--- config.mk ---
export PLATFORM = sky130hd
export DESIGN_NAME = segscan_decoder
export DESIGN_NICKNAME = d
export VERILOG_FILES = /design/src/rtl/segscan_decoder.sv
export SDC_FILE = /design/constraint.sdc
export NUM_CORES = 1
export LEC_CHECK = 0
export CORE_ASPECT_RATIO = 1.75
export CORE_MARGIN = 2
export CORE_UTILIZATION = 51
export DETAILED_ROUTE_END_ITERATION = 10
export GPL_TIMING_DRIVEN = 0
export PLACE_DENSITY = 0.73
export SLEW_MARGIN = 20
export SYNTH_ARGS = -nofsm -noshare
export SYNTH_HDL_FRONTEND = slang
export SYNTH_SLANG_ARGS = --single-unit
--- constraint.sdc ---
create_clock -name clk -period 2.45 [get_ports clk]
set_input_delay 0.49 -clock clk [delete_from_list [all_inputs] [get_ports clk]]
set_output_delay 0.49 -clock clk [all_outputs]
set_load 0.01 [all_outputs]
--- src/rtl/segscan_decoder.sv ---
// segscan_decoder: receive-side monitor for a multiplexed 4-digit 7-segment
// scan bus. Segments lit while a digit strobe is held are ORed together.
// When the strobe ends, the pattern is decoded back to a BCD value.
//
// state | meaning
// IDLE  | no digit strobe active
// ACCUM | single strobe active, accumulating segments for slot r_k
// BAD   | multi-hot strobe seen, waiting for zero or one-hot
module segscan_decoder #(
  parameter int MIN_HOLD  = 4,
  parameter int HOLD_W    = 8,
  parameter int TIMEOUT_W = 16
) (
  input  logic        clk,
  input  logic        rst_n,
  input  logic [3:0]  digits,
  input  logic [7:0]  segments,
  output logic [15:0] value,
  output logic [3:0]  valid,
  output logic [3:0]  dp,
  output logic        frame_done,
  output logic        seq_err,
  output logic        stale
);

  localparam logic [1:0] IDLE  = 2'd0;
  localparam logic [1:0] ACCUM = 2'd1;
  localparam logic [1:0] BAD   = 2'd2;

  localparam logic [HOLD_W-1:0]    HOLD_MIN = HOLD_W'(MIN_HOLD);
  localparam logic [HOLD_W-1:0]    HOLD_MAX = '1;
  localparam logic [TIMEOUT_W-1:0] TMO_MAX  = '1;

  logic [3:0]           r_d_q;
  logic [7:0]           r_s_q;
  logic [1:0]           r_state;
  logic [7:0]           r_acc;
  logic [HOLD_W-1:0]    r_hold;
  logic [1:0]           r_k;
  logic [3:0]           r_seen;
  logic [TIMEOUT_W-1:0] r_tmo;

  logic                 w_zero;
  logic                 w_onehot;
  logic                 w_multi;
  logic                 w_same;
  logic [1:0]           w_idx;
  logic                 w_commit;
  logic                 w_enter_bad;
  logic [3:0]           w_dec_val;
  logic                 w_dec_ok;
  logic [3:0]           w_seen_nxt;
  logic [TIMEOUT_W-1:0] w_tmo_nxt;

  assign w_zero      = (r_d_q == 4'b0000);
  assign w_onehot    = !w_zero && ((r_d_q & (r_d_q - 4'd1)) == 4'b0000);
  assign w_multi     = !w_zero && !w_onehot;
  assign w_same      = (r_d_q == (4'b0001 << r_k));
  // Leaving into multi-hot discards the capture, so commit excludes it.
  assign w_commit    = (r_state == ACCUM) && !w_same && !w_multi && (r_hold >= HOLD_MIN);
  assign w_enter_bad = w_multi && (r_state != BAD);
  assign w_seen_nxt  = r_seen | (4'b0001 << r_k);
  assign w_tmo_nxt   = w_commit ? '0 : ((r_tmo == TMO_MAX) ? r_tmo : r_tmo + 1'b1);
  assign stale       = (r_tmo == TMO_MAX);

  // One-hot strobe to slot index
  always_comb begin
    w_idx = 2'd0;
    case (r_d_q)
      4'b0010: w_idx = 2'd1;
      4'b0100: w_idx = 2'd2;
      4'b1000: w_idx = 2'd3;
      default: w_idx = 2'd0;
    endcase
  end

  // Segment pattern to BCD; blank decodes to 4'hA
  always_comb begin
    w_dec_ok  = 1'b1;
    w_dec_val = 4'hE;
    case (r_acc[6:0])
      7'h3F: w_dec_val = 4'd0;
      7'h06: w_dec_val = 4'd1;
      7'h5B: w_dec_val = 4'd2;
      7'h4F: w_dec_val = 4'd3;
      7'h66: w_dec_val = 4'd4;
      7'h6D: w_dec_val = 4'd5;
      7'h7D: w_dec_val = 4'd6;
      7'h07: w_dec_val = 4'd7;
      7'h7F: w_dec_val = 4'd8;
      7'h6F: w_dec_val = 4'd9;
      7'h00: w_dec_val = 4'hA;
      default: begin
        w_dec_val = 4'hE;
        w_dec_ok  = 1'b0;
      end
    endcase
  end

  // Input register stage
  always_ff @(posedge clk or negedge rst_n) begin
    if (!rst_n) begin
      r_d_q <= 4'b0000;
      r_s_q <= 8'h00;
    end else begin
      r_d_q <= digits;
      r_s_q <= segments;
    end
  end

  // Capture FSM: accumulate, restart on a new strobe, park on multi-hot
  always_ff @(posedge clk or negedge rst_n) begin
    if (!rst_n) begin
      r_state <= IDLE;
      r_acc   <= 8'h00;
      r_hold  <= '0;
      r_k     <= 2'd0;
      seq_err <= 1'b0;
    end else begin
      seq_err <= w_enter_bad;
      if ((r_state == ACCUM) && w_same) begin
        r_acc <= r_acc | r_s_q;
        if (r_hold != HOLD_MAX) r_hold <= r_hold + 1'b1;
      end else if (w_onehot) begin
        r_state <= ACCUM;
        r_acc   <= r_s_q;
        r_hold  <= HOLD_W'(1);
        r_k     <= w_idx;
      end else if (w_zero) begin
        r_state <= IDLE;
        r_acc   <= 8'h00;
        r_hold  <= '0;
      end else begin
        r_state <= BAD;
        r_acc   <= 8'h00;
        r_hold  <= '0;
      end
    end
  end

  // Slot outputs; valid drops when the inactivity counter saturates
  always_ff @(posedge clk or negedge rst_n) begin
    if (!rst_n) begin
      value <= 16'hEEEE;
      valid <= 4'b0000;
      dp    <= 4'b0000;
    end else if (w_commit) begin
      value[{r_k, 2'b00} +: 4] <= w_dec_val;
      valid[r_k]               <= w_dec_ok;
      dp[r_k]                  <= r_acc[7];
    end else if (w_tmo_nxt == TMO_MAX) begin
      valid <= 4'b0000;
    end
  end

  // Frame tracking and inactivity counter
  always_ff @(posedge clk or negedge rst_n) begin
    if (!rst_n) begin
      r_seen     <= 4'b0000;
      frame_done <= 1'b0;
      r_tmo      <= '0;
    end else begin
      r_tmo      <= w_tmo_nxt;
      frame_done <= 1'b0;
      if (w_commit) begin
        if (w_seen_nxt == 4'hF) begin
          frame_done <= 1'b1;
          r_seen     <= 4'b0000;
        end else begin
          r_seen <= w_seen_nxt;
        end
      end
    end
  end

endmodule

==> impl_summary.txt <==
----------------------------------------------------
[Status]
  Outcome ... complete, no violations

[STA]
  Final setup viols ... 0
  Setup Skew ... 5.17 ps
  Final period demand of the worst path ... 2390 ps
  Fin. max-slew vios ... 0
  Smallest hold slack ... 46.6 ps
  Headroom to the max-slew limit ... 45.2%
  Period utilisation layout ... 97.7%
  Max frequency ... 418 MHz
  Final Hold Violating Endpoints ... 0
  TNS Setup ... 0 ps
  Tightest Pin Transition ... 819 ps

[Clocking]
  Max Buffers Root-to-Sink ... 2
  CTS Sinks ... 78
  Number of CTS-inserted buffers ... 9
  Post-cts hold buffer count ... 0
  Clock insertion delay at the later pin of the skew report ... 340 ps
  Clock slew at reported path FFs ... 60 ps
  Max H-tree Level ... 3
  TritonCTS clock tree ... built
  Master cell of the clock root buffer ... clkbuf_16

[Worst setup path]
  Slowest library cell on the worst path ... dfrtp_2
  CP top delay family ... buffers and inverters
  Worst setup path endpoint ... dp[1]
  WP data required ... 2670 ps
  Type of the setup path with the least slack ... flop to flop
  FF-to-FF Start ... r_k[0]
  Worst setup path start ... r_k[0]
  RR Endpoint ... dp[1]
  Most common cell on crit path ... buf_4
  Startpoint Class ... flop
  Type of destination of the critical path ... flop
  Critical path's largest stage delay ... 420 ps
  Critical path buffer and inverter count ... 3
  Data arrival time of the critical path ... 2620 ps
  Crit. path cell count ... 9
  R2r worst-path depth ... 9
  Flop2flop setup slack ... 60 ps
  Cells along the critical path ... clkinvlp_4 -> ha_1 -> xnor2_1 -> nand4_1 -> and3_1 -> buf_4 -> buf_4 -> nand2_2 -> mux2_2
  Highest fanout seen on the critical path ... 10

[Cells and area]
  Synth-to-layout area growth ... 27.8%
  Final core occ ... 66.4%
  Ant diodes ... 0
  Share of post-route cells with drive strength above 1 ... 19.1%
  Net count of the finished layout ... 490
  Post-Layout Inst Area ... 0.00499 sq mm

[Drt]
  Via Count ... 3,267
  Remaining number of nets flagged by the antenna check after routing ... 0
  Number of DRC violations after detailed-routing iteration 0 ... 191
  First drt pass iteration count ... 4
  Post-detailed-route DRC marker count ... 0
  Wire per inst ... 16.8 um
  Post-detailed-routing wire length ... 9400 um
  Routed via count divided by cell count ... 5.85

[Synth]
  Leading register cell type out of synthesis ... dfrtp_1
  Area share of the leading cell type in the synthesized netlist ... 42.3%
  Mean area per synthesized cell ... 9.78 sq um
  Most frequently used cell type in the post-synthesis netlist ... dfrtp_1
  Post-Syn Area ... 0.00390 sq mm
  Top cells by count, synth ... dfrtp_1, nor2_1, nand2_1
  Share of flip-flops with an asynchronous set or reset ... 100%
  Leading post-synthesis cells by cell area ... dfrtp_1, dfstp_2, nor2_1, ha_1, nand2_1
  Synth Net Count ... 424
  Flip-flop and latch count after synthesis ... 78
  Number of distinct library cells after synthesis ... 50
  Yosys warns ... 0
  Portion of the post-synthesis area used by sequential elements ... 50.4%
  Count of flip-flops with a built-in enable after synthesis ... 0
  Cell taking the most area after synthesis ... dfrtp_1
  Post-Synthesis Cells ... 399

[GRT]
  Maximum number of pins on one net before global-route repair ... 55
  Initial antenna violation count ... 0
  Total congestion overflow ... 0
  GR Util All Layers ... 23.2%
  Via count of the first global-routing pass ... 3,206
  First-pass GRT wire length ... 15,300 um

[Floorplan]
  Floorplan row count ... 42
  Top-Level Pins ... 41
  Effective utilization at floorplan ... 51.9%
  Core ar. ... 0.00751 sq mm
  Die outline area ... 0.00840 sq mm
  DIE HEIGHT ... 120 um
  X dimension of the die ... 70.1 um

[Power and ir drop]
  PD cells ... 631 mW/mm^2
  Total leakage power ... 0.00207 uW
  Largest voltage drop on the vdd net ... 0.000469 V

[Place]
  Count of buffers inserted at the top-level ports ... 40
  Total half-perimeter wirelength after legalization and detailed placement ... 6670 um
  Post-place instance area ... 0.00444 sq mm
  Final RePlAce weighted congestion ... 0.916

[Flow run]
  Maximum capacitance violations ... 0

[Min path]
  Hold/Removal Path Class ... primary input to asynchronous set/reset pin

----------------------------------------------------
==> layout make-up <==
type | count | area, sq um
clock buffer | 10 | 229
timing repair buffer | 56 | 533
buffer | 22 | 113
inverter | 13 | 56.3
multi-input combinational | 285 | 1870
clock inverter | 6 | 109
fill | 612 | 2520
sequential | 78 | 1970
tap | 88 | 110
==> cells in the final DEF (no fill, tap or decap), types with 9 or more instances in the layout <==
master	n
xnor2_1	12
nand3_1	15
ha_1	9
nor2_1	46
dfstp_2	12
nor3_1	11
nand4_1	12
a21oi_1	22
a22o_1	9
clkdlybuf4s50_1	38
dfrtp_1	63
nand2_1	34
o21ai_0	9
o31ai_1	11
buf_2	10
inv_1	11
buf_4	18
clkbuf_16	9
==> flip-flops by register name (all words and copies together) (netlist names) <==
name	count
r_tmo	16
value	16
r_acc	8
r_hold	8
r_s_q	8
dp	4
r_d_q	4
r_seen	4
valid	4
r_k	2
r_state	2
frame_done	1
seq_err	1
==> worst reg2reg max path, delay by kind of cell, from the launching register on <==
family / cells / cell delay, ps
flip-flops: 1 / 420
XOR/XNOR: 1 / 200
adder cells (fa/ha/maj): 1 / 310
buffers and inverters: 3 / 550
AND/OR/NAND/NOR: 3 / 460
multiplexers: 1 / 340
==> per-layer routing <==
| metal | vias up | global-route usage (%) | wire (um) |
|---|---|---|---|
| met5 | - | 0 | 0 |
| met4 | 0 | 12.0 | 393 |
| met3 | 25 | 4.95 | 294 |
| met2 | 74 | 40.5 | 5080 |
| met1 | 1602 | 26.4 | 3630 |
| li1 | 1566 | - | - |
==> where the power goes <==
| part | switching, uW | leakage, uW | internal (uW) | total (uW) |
|---|---|---|---|---|
| sequential | 26.3 | 0.000982 | 1320 | 1350 |
| combinational | 168 | 0.000926 | 123 | 290 |
| clock | 518 | 0.000167 | 995 | 1510 |
==> metrics by stage <==
stage / power [uW] / setup slack (ps) / std cells
floorplan: 1510 / 70.9 / 399
global placement: 1590 / -1750 / 527
detailed placement: 1610 / -333 / 528
CTS: 3130 / 1.45 / 548
global route: 3270 / -39.4 / 558
finish: 3150 / 56.4 / 558
==> worst min path at each step <==
stage                     from        end  slack [ps]
finish                   rst_n  value[12]          50
global route             rst_n  value[12]          70
CTS                      rst_n  value[12]          50
detailed placement       rst_n  value[12]         420
global placement    r_state[1]    seq_err         430
floorplan                rst_n      dp[0]         190
==> timing repair <==
| item | CTS | global route |
|---|---|---|
| endpoints found under the setup margin | 17 | 18 |
| gates resized for setup | 15 | 17 |
| buffers inserted | 4 | 11 |
| pin swaps | 3 | 5 |
==> cell families (layout without fill, tap and decap cells) <==
family | after synthesis | count (layout) | synth area share, %
simple gates | 162 | 162 | 20.9
compound gates | 81 | 81 | 13.6
flops | 78 | 78 | 50.4
buf+inv | 36 | 107 | 4.07
xor+xnor | 17 | 17 | 3.81
mux | 13 | 13 | 3.46
fa+ha+maj | 12 | 12 | 3.78
Power figures use the tool's default switching activity.
